<file path="src/rtl/dram_port_arbiter.sv">
// rtl/dram_port_arbiter.sv - two-port 32-bit to 16-bit DRAM FIFO arbiter; DRAM_ARB_RR_EN selects round-robin ties
module dram_port_arbiter #(
    parameter int ADDR_W = 24
) (
    input  logic              clk,
    input  logic              rst,
    input  logic              req0_valid,
    input  logic              req0_we,
    input  logic [ADDR_W-1:0] req0_addr,
    input  logic [31:0]       req0_wdata,
    output logic              req0_ack,
    input  logic              req1_valid,
    input  logic              req1_we,
    input  logic [ADDR_W-1:0] req1_addr,
    input  logic [31:0]       req1_wdata,
    output logic              req1_ack,
    output logic [31:0]       rdata,
    output logic              busy,
    output logic [15:0]       fifo_wr_data,
    output logic [ADDR_W:0]   fifo_wr_addr,
    output logic              fifo_wr,
    input  logic              fifo_wr_full,
    output logic [ADDR_W:0]   fifo_rd_addr,
    output logic              fifo_rd_req,
    input  logic              fifo_rd_busy,
    input  logic [15:0]       fifo_rd_data,
    input  logic              fifo_rd_empty,
    output logic              fifo_rd_ack
);

    localparam logic [2:0] S_IDLE  = 3'd0;
    localparam logic [2:0] S_WR_LO = 3'd1;
    localparam logic [2:0] S_WR_HI = 3'd2;
    localparam logic [2:0] S_RC_LO = 3'd3;
    localparam logic [2:0] S_RC_HI = 3'd4;
    localparam logic [2:0] S_RD_LO = 3'd5;
    localparam logic [2:0] S_RD_HI = 3'd6;
    localparam logic [2:0] S_DONE  = 3'd7;

    logic [2:0]        state;
    logic [2:0]        state_nx;
    logic              grant;
    logic [ADDR_W-1:0] lat_addr;
    logic [31:0]       lat_wdata;
    logic              pick;
    logic              any_req;
    logic              win_we;

    assign any_req = req0_valid || req1_valid;
    assign win_we  = pick ? req1_we : req0_we;

`ifdef DRAM_ARB_RR_EN
    // prefer1 holds the tie winner: the port that was not served last
    logic prefer1;
    always_comb begin
        pick = !req0_valid;
        if (req0_valid && req1_valid)
            pick = prefer1;
    end
`else
    always_comb pick = !req0_valid;
`endif

    always_comb begin
        state_nx = state;
        case (state)
            S_IDLE:  if (any_req) state_nx = win_we ? S_WR_LO : S_RC_LO;
            S_WR_LO: if (!fifo_wr_full) state_nx = S_WR_HI;
            S_WR_HI: if (!fifo_wr_full) state_nx = S_DONE;
            S_RC_LO: if (!fifo_rd_busy) state_nx = S_RC_HI;
            S_RC_HI: if (!fifo_rd_busy) state_nx = S_RD_LO;
            S_RD_LO: if (!fifo_rd_empty) state_nx = S_RD_HI;
            S_RD_HI: if (!fifo_rd_empty) state_nx = S_DONE;
            S_DONE:  state_nx = S_IDLE;
            default: state_nx = S_IDLE;
        endcase
    end

    always_ff @(posedge clk or posedge rst) begin
        if (rst) begin
            state     <= S_IDLE;
            grant     <= 1'b0;
            lat_addr  <= '0;
            lat_wdata <= '0;
            rdata     <= '0;
`ifdef DRAM_ARB_RR_EN
            prefer1   <= 1'b0;
`endif
        end else begin
            state <= state_nx;
            // requester inputs are only sampled here; a waiting port is ignored
            if (state == S_IDLE && any_req) begin
                grant     <= pick;
                lat_addr  <= pick ? req1_addr : req0_addr;
                lat_wdata <= pick ? req1_wdata : req0_wdata;
            end
            if (state == S_RD_LO && !fifo_rd_empty)
                rdata[15:0] <= fifo_rd_data;
            if (state == S_RD_HI && !fifo_rd_empty)
                rdata[31:16] <= fifo_rd_data;
`ifdef DRAM_ARB_RR_EN
            if (state == S_DONE)
                prefer1 <= !grant;
`endif
        end
    end

    always_comb begin
        fifo_wr      = 1'b0;
        fifo_wr_addr = '0;
        fifo_wr_data = '0;
        fifo_rd_req  = 1'b0;
        fifo_rd_addr = '0;
        fifo_rd_ack  = 1'b0;
        case (state)
            S_WR_LO: begin
                fifo_wr      = !fifo_wr_full;
                fifo_wr_addr = {lat_addr, 1'b0};
                fifo_wr_data = lat_wdata[15:0];
            end
            S_WR_HI: begin
                fifo_wr      = !fifo_wr_full;
                fifo_wr_addr = {lat_addr, 1'b1};
                fifo_wr_data = lat_wdata[31:16];
            end
            S_RC_LO: begin
                fifo_rd_req  = !fifo_rd_busy;
                fifo_rd_addr = {lat_addr, 1'b0};
            end
            S_RC_HI: begin
                fifo_rd_req  = !fifo_rd_busy;
                fifo_rd_addr = {lat_addr, 1'b1};
            end
            S_RD_LO, S_RD_HI: fifo_rd_ack = !fifo_rd_empty;
            default: ;
        endcase
    end

    assign busy     = (state != S_IDLE);
    assign req0_ack = (state == S_DONE) && !grant;
    assign req1_ack = (state == S_DONE) && grant;

endmodule

</file>
<file path="config.mk">
export PLATFORM = sky130hd
export DESIGN_NAME = dram_port_arbiter
export DESIGN_NICKNAME = d
export VERILOG_FILES = /design/src/rtl/dram_port_arbiter.sv
export SDC_FILE = /design/constraint.sdc
export NUM_CORES = 1
export LEC_CHECK = 0
export CORE_MARGIN = 2
export CORE_UTILIZATION = 40
export DETAILED_ROUTE_END_ITERATION = 12
export PLACE_DENSITY_LB_ADDON = 0.08
export RECOVER_POWER = 50
export SYNTH_ARGS = -nofsm -noshare
export SYNTH_HDL_FRONTEND = slang
export SYNTH_SLANG_ARGS = --single-unit
</file>
<file path="constraint.sdc">
create_clock -name clk -period 3.31 [get_ports clk]
set_input_delay 0.662 -clock clk [delete_from_list [all_inputs] [get_ports clk]]
set_output_delay 0.662 -clock clk [all_outputs]
set_load 0.03 [all_outputs]
</file>
==> metrics.txt, run 1 <==
Worst path max stage delay 670 ps; pre-CTS setup slack between 500 and 600 ps; FF+latch area 2300 um^2; Clk pwr share 0.144; CTS H-tree lvls 3; utilization after layout 0.647; Post-Syn Instances 438; # port buffers 240; CTS Hold Bufs 0; Syn Nets 575; final wirelength 13.0 mm; post-synthesis sequential area ratio 0.496; Synth Flop Type dfrtp_1; RD Place Congestion 0.790; met2 Use GR 0.364; Residual DRC 0; Clock Skews about 5.7 ps; PnR worst setup slack 330 ps; RSZ-0062 raised after global routing false; CP Class flop to output pin; Cell Int Power 4360 uW; vias in the first global route 4201; FMAX 0.336 GHz; Relative slew margins -0.449; Final setup viols 0; switching power around 3500 uW; root buffer cell clkbuf_16; FILL cells 937; Synthesis Warnings 0; Area Overhead vs Synth 58.5%; gr busiest metal met2; max cap viols 3; number of antenna-violating nets in the routed design 0; critical path's slowest cell clkdlybuf4s50_1; Synth Register Bits 92; crit path cell chain inv_4 -> and3_2 -> a22o_1 -> clkdlybuf4s50_1; minimum clock period after layout between 2000 and 3000 ps; Sum Neg Setup Slack 0 ps; Mapped Area between 4000 and 5000 um^2; max-slew violations 161; Die Wd around 110 um; failing checks max-capacitance violations, max-slew violations; Die Y-Extent 112 um; VDD IR-drop max 0.737 mV; Worst Setup Start Kind flop; min-delay worst type flop to flop; clk_lat worst skew between 300 and 400 ps; Post-CTS Setup Repair Bufs 0; Switching Share 0.447; share of total power in combinational logic 0.596; Core Rows 39; status complete, but fails checks; Post-Layout Cell Count just over 800; Post-Place Cells 797; area of the multi-input gates 2120 um^2; Tightest Pin Transition 2170 ps; first-pass detailed-route iteration total 5; largest net degree at the start of global routing 65; Num CTS Buffers 9; P_leak between 0.003 and 0.004 uW; crit share post-route 0.900; Initial DRC Count between 150 and 200; final-stage net count 802; Ports ~240; gr ovfl total 0; Ant. Diodes 0; CTS sink cnt 92; Avg Vias per Cell 4.99; WP data arrival 2320 ps; Worst Path Max Fanout 14; layout cells sized above 1 0.134; full die area 12500 um^2; Sequential Power Share 0.260; WHS 479 ps; EDFF count, synth 0; DR vias around 4000; routing usage on met3 0.0561; pwr dens 1070 nW/um^2; synth unique cells 35; Syn Area/Cell approximately 11 um^2; HPWL after DPL 9.74 mm; Reg2Reg Setup Slack 530 ps; Critical Path RT 2650 ps; Initial Util 0.408; Total GRT Usage 0.208; first-pass GRT wire length between 20 and 25 mm; clock buffer depth 2; Worst setup EP type output pin; initial antenna violation count 0; Clock transition at path regs 70 ps; Core ar. 11400 um^2; Wirelength per Cell about 16 um; Fin. Hold Viols 0; CTS tree yes; fraction of registers with async set or reset after synthesis 1.00; grt met1 use 0.242
## synthesized netlist by cell type (2+ instances only)
master	number	area (um^2)
dfrtp_1	92	2300
nor2_1	63	236
a21oi_1	60	300
mux2i_1	57	571
and3_1	26	163
and2_1	24	150
mux2_2	19	214
a22o_1	16	140
buf_2	15	75.1
clkbuf_1	13	48.8
mux2_1	13	146
nand2_1	6	22.5
buf_4	5	37.5
inv_1	3	11.3
nor2b_1	3	18.8
buf_6	2	22.5
nand2b_1	2	12.5
o21ai_0	2	10.0
## sequential cells by signal, indices dropped and copies added (netlist names)
register / count
lat_wdata: 32
lat_addr: 24
grant: 1
state: 3
rdata: 32
## critical path, delay by kind of cell, from the launching register on
family	cells	cell delay (ps)
buffers and inverters	2	840
and+or+nand+nor	1	390
DFF	1	530
AOI/OAI and AO/OA	1	200
## placed cells by master (no fill, tap or decap), types with 2 or more instances in the layout
cell type        count
inv_6                3
and3_1              25
a22o_1              16
buf_12               2
dlygate4sd3_1        8
nor2_1              63
buf_4               45
mux2i_1             57
nor2b_1              3
mux2_2              19
o21ai_0              2
clkdlybuf4s50_1    193
and2_1              24
nand2_1              6
nand2b_1             2
clkbuf_1             2
inv_1                3
dfrtp_1             92
bufinv_16            2
a21oi_1             60
clkbuf_16            9
mux2_1              13
## stage by stage
step | area [um^2] | power, uW
3_3_place_gp | 7050 | 6730
5_1_grt | 7360 | 8340
6_report | 7360 | 7880
3_5_place_dp | 7050 | 6820
4_1_cts | 7380 | 7980
2_1_floorplan | 4640 | 4960
## kinds of logic after synthesis
kind of cell / after synthesis / synth area share
XOR/XNOR: 1 / 0.00351
AO/OA/AOI/OAI: 85 / 0.110
multiplexers: 89 / 0.201
flip-flops: 92 / 0.496
AND/OR/NAND/NOR: 131 / 0.146
buffers and inverters: 40 / 0.0442
## power groups by stage
stage          Clock, uW  Combinational (uW)  Sequential (uW)
6_report            1140                4700             2040
5_1_grt             1200                5020             2130
4_1_cts             1160                4760             2050
3_5_place_dp           0                4750             2070
3_3_place_gp           0                4680             2050
2_1_floorplan          0                2620             2340
## timing repair
action | in CTS | in global routing
resized for setup | 0 | 1
setup endpoints to repair | 0 | 1
hold endpoints to repair | 0 | 0
## layer usage
metal  part of all wire  routed length [um]
met1               0.40                5210
met5                  0                   0
met3              0.075                 973
met2               0.50                6440
met4              0.027                 351
## final cells by class
cell class | count | area share
well taps | 143 | 0.0243
repair buffers | 251 | 0.327
inverters | 5 | 0.00289
flip-flops and latches | 92 | 0.313
clock inverters | 7 | 0.0143
multi-input cells | 306 | 0.288
clock buffers | 9 | 0.0306
## worst paths after layout
check | start | cells after the start | to
worst min register to register | rdata[5] | 1 | rdata[5]
worst max register to register | state[0] | 5 | lat_wdata[4]
max in group asynchronous | rst | 2 | lat_addr[9]
min in group asynchronous | rst | 2 | rdata[13]
worst min-delay path | rdata[5] | 1 | rdata[5]
worst max-delay path | state[0] | 4 | fifo_wr_data[7]
Note: power is estimated with default switching activity, not from simulation.
==> run 2, diff against run 1 <==
--- a/config.mk
+++ b/config.mk
@@ -8,8 +8,9 @@
 export CORE_MARGIN = 2
 export CORE_UTILIZATION = 40
 export DETAILED_ROUTE_END_ITERATION = 12
-export PLACE_DENSITY_LB_ADDON = 0.08
+export PLACE_DENSITY = 0.86
 export RECOVER_POWER = 50
+export SLEW_MARGIN = 20
 export SYNTH_ARGS = -nofsm -noshare
 export SYNTH_HDL_FRONTEND = slang
 export SYNTH_SLANG_ARGS = --single-unit
==> constraint.sdc (replaced) <==
create_clock -name clk -period 3.31 [get_ports clk]
set_input_delay 0.331 -clock clk [delete_from_list [all_inputs] [get_ports clk]]
set_output_delay 0.331 -clock clk [all_outputs]
set_load 0.03 [all_outputs]
==> run 2 against run 1 <==
The flow still finishes with violations (max-capacitance violations, max-slew violations). Global-route usage is 1.1 points higher. Register-to-register slack worse by 80 ps. Wire length is 4.3% higher. First-iteration DRC count is 74% higher. Clock power is 13% lower. Count of clock-buffer cells in the layout is 1 higher. Hold slack better by 5.0 ps. Die area stayed put. Clock skew is 3.1 ps higher. Final cell count is 0.37% lower. Maximum frequency is 0.38% higher.
==> metrics.txt, run 2 (same netlist as run 1, synthesis figures left out) <==
status complete, but fails checks; failing checks max-capacitance violations, max-slew violations; pwr dens 1060 nW/um^2 (-1.0%); Worst path max stage delay 600 ps (-70 ps); Sum Neg Setup Slack 0 ps (unchanged); clk_lat worst skew 340 ps (about the same); Clock Skews 8.80 ps (+3.06 ps); first-pass GRT wire length 22.0 mm (+6.4%); Ant. Diodes 0 (unchanged); Worst Path Max Fanout 17 (+3); WHS Path Cells 1 (unchanged); CTS sink cnt 92 (unchanged); grt met1 use 0.256 (+0.0133); most frequent cells in the layout clkdlybuf4s50_1, dfrtp_1, nor2_1; number of antenna-violating nets in the routed design 0 (unchanged); CTS resizes 0 (unchanged); root buffer cell clkbuf_16; Core Rows 39 (unchanged); RD Place Congestion 0.780 (-1.2%); Tightest Pin Transition 1920 ps (-247 ps); P_leak 0.00318 uW (-2.7%); Avg Vias per Cell 5.13 (+2.7%); commonest non-fill, non-tap cell in the layout clkdlybuf4s50_1; Clock transition at path regs 70 ps (about the same); Wirelength per Cell 16.7 um (+4.7%); Total GRT Usage 0.219 (+0.0110); CP Class flop to output pin; Worst Setup Start Kind flop; critical path's slowest cell clkdlybuf4s50_1; Die Y-Extent 112 um (unchanged); # port buffers 240 (unchanged); HPWL after DPL 10.2 mm (+4.7%); utilization after layout 0.649 (+0.00209); layout cells sized above 1 0.0735 (-0.0609); FMAX 0.337 GHz (+0.38%); Post-CTS Setup Repair Bufs 0 (unchanged); Residual DRC 0 (unchanged); gr ovfl total 0 (unchanged); vias in the first global route 4373 (+4.1%); Num CTS Buffers 9 (unchanged); Worst setup EP type output pin; Final setup viols 0 (unchanged); final-stage net count 799 (-0.37%); Initial Util 0.408 (unchanged); clock buffer depth 2 (unchanged); VDD IR-drop max 0.709 mV (-3.8%); crit share post-route 0.897 (-0.00340); min-delay worst type flop to flop; routing usage on met3 0.0533 (-0.00272); largest net degree at the start of global routing 93 (+43%); max-slew violations 93 (-42%); Ports 241 (unchanged); Worst path top cell family by delay buffers and inverters; DR vias 4154 (+2.4%); initial antenna violation count 0 (unchanged); Reg2Reg Depth 5 (unchanged); WP data arrival 2640 ps (+320 ps); Critical Path RT 2980 ps (+330 ps); first-pass detailed-route iteration total 4 (-1); RSZ-0062 raised after global routing false; CTS tree yes; Top Registers lat_wdata x32, rdata x32, lat_addr x24; CTS H-tree lvls 3 (unchanged); met2 Use GR 0.399 (+0.0352); minimum clock period after layout 2970 ps (-11.2 ps); Core ar. 11400 um^2 (unchanged); Initial DRC Count 305 (+74%); full die area 12500 um^2 (unchanged); final wirelength 13.5 mm (+4.3%); Post-Layout Cell Count 810 (-0.37%); Relative slew margins -0.283 (+0.166); gr busiest metal met2; max cap viols 1 (-2); crit path cell chain clkinvlp_2 -> and3_1 -> buf_4 -> a22o_1 -> clkdlybuf4s50_1; Area Overhead vs Synth 59.0%; CTS Hold Bufs 0 (unchanged); CP bufs+invs 3 (+1); CP Depth 5 (+1); WHS 484 ps (+5.04 ps); Post-Place Cells 794 (-0.38%); Fin. Hold Viols 0 (unchanged); Die Wd 112 um (unchanged)
-- run 2: cell types whose count changed in the layout (fill, tap and decap cells not counted), sizes merged --
| cell | before | now |
|---|---|---|
| clkdlybuf4s50 | 193 | 206 |
| clkinvlp | 1 | 3 |
| inv | 9 | 7 |
| buf | 47 | 7 |
| clkinv | 0 | 1 |
| dlygate4sd3 | 8 | 33 |
| bufinv | 2 | 0 |
-- run 2: routing by layer --
layer  routed length (um)  part of all wire
met5                    0                 0
met4                  261             0.019
met2                 7000              0.52
met1                 5330              0.39
met3                  940             0.069
-- run 2: final timing paths --
path	start	end	slack (ps)
worst max-delay path	state[0]	fifo_wr_data[2]	340
worst min-delay path	rdata[3]	rdata[3]	480
worst max register to register	state[1]	lat_addr[4]	450
worst min register to register	rdata[3]	rdata[3]	480
max in group asynchronous	rst	rdata[15]	1260
min in group asynchronous	rst	rdata[9]	1030
-- run 2: final cells by class --
cell class,count,area (um^2)
clock buffer,10,239
clock inverter,6,53.8
fill,914,3990
inverter,5,23.8
multi-input combinational,306,2120
sequential,92,2300
tap,143,179
timing repair buffer,248,2470
-- run 2: power by group --
part / internal (uW) / switching, uW
combinational: 2020 / 2730
clock: 544 / 449
sequential: 1690 / 395
total: 4250 / 3570
-- run 2: stage by stage --
stage	total power, uW	area, um^2	worst slack [ps]
floorplan	4960	4640	587
global placement	6830	7110	809
detailed placement	6960	7110	748
CTS	7990	7410	359
global route	8280	7380	210
finish	7820	7380	342
==> run 3, diff against run 2 <==
--- a/config.mk
+++ b/config.mk
@@ -5,7 +5,6 @@
 export SDC_FILE = /design/constraint.sdc
 export NUM_CORES = 1
 export LEC_CHECK = 0
-export CORE_MARGIN = 2
 export CORE_UTILIZATION = 40
 export DETAILED_ROUTE_END_ITERATION = 12
 export PLACE_DENSITY = 0.86
==> run 3 against run 2 <==
The run still ends with max-capacitance violations, max-slew violations left. Setup slack better by 23 ps. Clock power is 5.3% lower. Count of clock-buffer cells in the layout stayed put. Wire length is 2.6% lower. Combinational power hardly changed. Sequential power hardly changed. Power is 1.0% lower. Die area is 3.5% lower. Sequential share of layout area hardly changed. Final cell count is 0.25% lower. Critical path type unchanged. Critical endpoint is now fifo_wr_data[4]. Largest cell class unchanged. Highest routed layer unchanged.
==> metrics.txt, run 3 (same netlist as run 1, synthesis figures left out) <==
CTS tree yes; clock buffer depth 2 (unchanged); RD Place Congestion 0.780 (about the same); Avg Vias per Cell 5.11 (-0.40%); Fin. Hold Viols 0 (unchanged); Total GRT Usage 0.215 (-0.00433); min-delay worst type input port to flop; Residual DRC 0 (unchanged); final wirelength 13.2 mm (-2.6%); full die area 12000 um^2 (-3.5%); Die Wd 110 um (-1.8%); Ports 241 (unchanged); top layer in use met4; wire length on met2 6.85 mm (-2.1%); Clock transition at path regs 60 ps (about the same); Post-CTS Setup Repair Bufs 0 (unchanged); met3 WL post-DR 996 um (+6.0%); FMAX 0.339 GHz (+0.77%); CTS Hold Bufs 0 (unchanged); most frequent cells in the layout clkdlybuf4s50_1, dfrtp_1, nor2_1; CTS sink cnt 92 (unchanged); VDD IR-drop max 0.637 mV (-10%); HPWL after DPL 9.99 mm (-2.1%); CTS resizes 0 (unchanged); Reg2Reg Depth 5 (unchanged); Sum Neg Setup Slack 0 ps (unchanged); vias in the first global route 4027 (-7.9%); Wirelength per Cell 16.3 um (-2.3%); Worst Path Max Fanout 17 (unchanged); Top Registers lat_wdata x32, rdata x32, lat_addr x24; status complete, but fails checks; RSZ-0062 raised after global routing false; clk_lat worst skew 330 ps (about the same); CTS H-tree lvls 3 (unchanged); largest net degree at the start of global routing 65 (-30%); Clk pwr share 0.121 (-0.006); failing checks max-capacitance violations, max-slew violations; CP Class flop to output pin; P_leak 0.00318 uW (about the same); gr ovfl total 0 (unchanged); Clock Skews 7.93 ps (-0.870 ps); Core Rows 38 (-2.6%); max-slew violations 37 (-60%); Relative slew margins -0.0819 (+0.201); initial antenna violation count 0 (unchanged); max cap viols 1 (unchanged); pre-CTS setup slack 777 ps (+29.1 ps); PnR worst setup slack 364 ps (+22.8 ps); crit share post-route 0.890 (-0.00689); Area Overhead vs Synth 59.1% (about the same); M1 WL 5.13 mm (-3.8%); Critical Path RT 2980 ps (about the same); WP data arrival 2610 ps (-30 ps); Worst setup EP type output pin; Num CTS Buffers 9 (unchanged); Sequential Power Share 0.269 (+0.002); Die Y-Extent 110 um (-1.8%); first-pass GRT wire length 19.6 mm (-11%); number of antenna-violating nets in the routed design 0 (unchanged); pwr dens 1050 nW/um^2 (-1.0%); Core ar. 11100 um^2 (-2.6%); root buffer cell clkbuf_16; share of total power in combinational logic 0.610 (+0.004); switching power 3510 uW (-1.8%); DR vias 4127 (-0.65%); final-stage net count 800 (+0.13%); Worst Setup Start Kind flop; WHS Path Cells 2 (+1); Initial Util 0.419 (+0.0107); Tightest Pin Transition 1610 ps (-310 ps); Initial DRC Count 211 (-31%); commonest non-fill, non-tap cell in the layout clkdlybuf4s50_1; Ant. Diodes 0 (unchanged); Final setup viols 0 (unchanged); # port buffers 240 (unchanged); first-pass detailed-route iteration total 4 (unchanged); layout cells sized above 1 0.0763 (+0.00288); minimum clock period after layout 2950 ps (-22.8 ps); Switching Share 0.453 (-0.00352); Cell Int Power 4240 uW (-0.37%)
==> run 3: cell types whose count changed in the layout (fill, tap and decap cells not counted), sizes merged <==
cell	previous run	this run
clkbuf	12	11
clkinvlp	3	4
clkinv	1	3
buf	7	9
inv	7	4
==> run 3: cell type report <==
class / count / area (um^2)
repair buffers: 249 / 2490
clock inverters: 6 / 38.8
inverters: 5 / 21.3
fillers: 862 / 3690
clock buffers: 10 / 239
well taps: 140 / 175
multi-input cells: 306 / 2120
flip-flops and latches: 92 / 2300
==> run 3: routing by layer <==
metal / track usage / up-vias
li1: - / 1979
met1: 0.249 / 1952
met2: 0.389 / 181
met3: 0.0486 / 15
met4: 0.0724 / 0
met5: 0 / -
==> run 3: final timing paths <==
kind                       startpoint               to  slack, ps
max                          state[0]  fifo_wr_data[4]        360
min                        req0_valid            grant        450
max reg2reg                  state[0]        rdata[17]        840
min reg2reg                  rdata[6]         rdata[6]        480
max in group asynchronous         rst     lat_addr[15]       1540
min in group asynchronous         rst        rdata[26]        850
==> run 3: power groups by stage <==
stage,Sequential [uW],Clock [uW],Combinational [uW]
after global routing,2160,1020,5010
after detailed placement,2110,0,4840
after global placement,2080,0,4720
final,2080,940,4720
after CTS,2100,974,4850
after floorplan,2340,0,2620
==> run 3: metrics by stage <==
| step | utilization | instance area (um^2) | std cells | hold slack (ps) | power (uW) |
|---|---|---|---|---|---|
| after global routing | 0.666 | 7380 | 808 | 486 | 8190 |
| after detailed placement | 0.643 | 7130 | 792 | 475 | 6950 |
| after global placement | 0.643 | 7130 | 792 | 470 | 6800 |
| after floorplan | - | 4640 | 438 | 466 | 4960 |
| final | 0.666 | 7380 | 808 | 453 | 7740 |
| after CTS | 0.669 | 7410 | 808 | 412 | 7930 |
==> run 3: worst max-delay path, stage by stage, from the launching register on <==
cell and delay (ps):
dfrtp_1 560, clkinvlp_2 390, and3_1 280, buf_4 200, a22o_1 250, clkdlybuf4s50_1 610
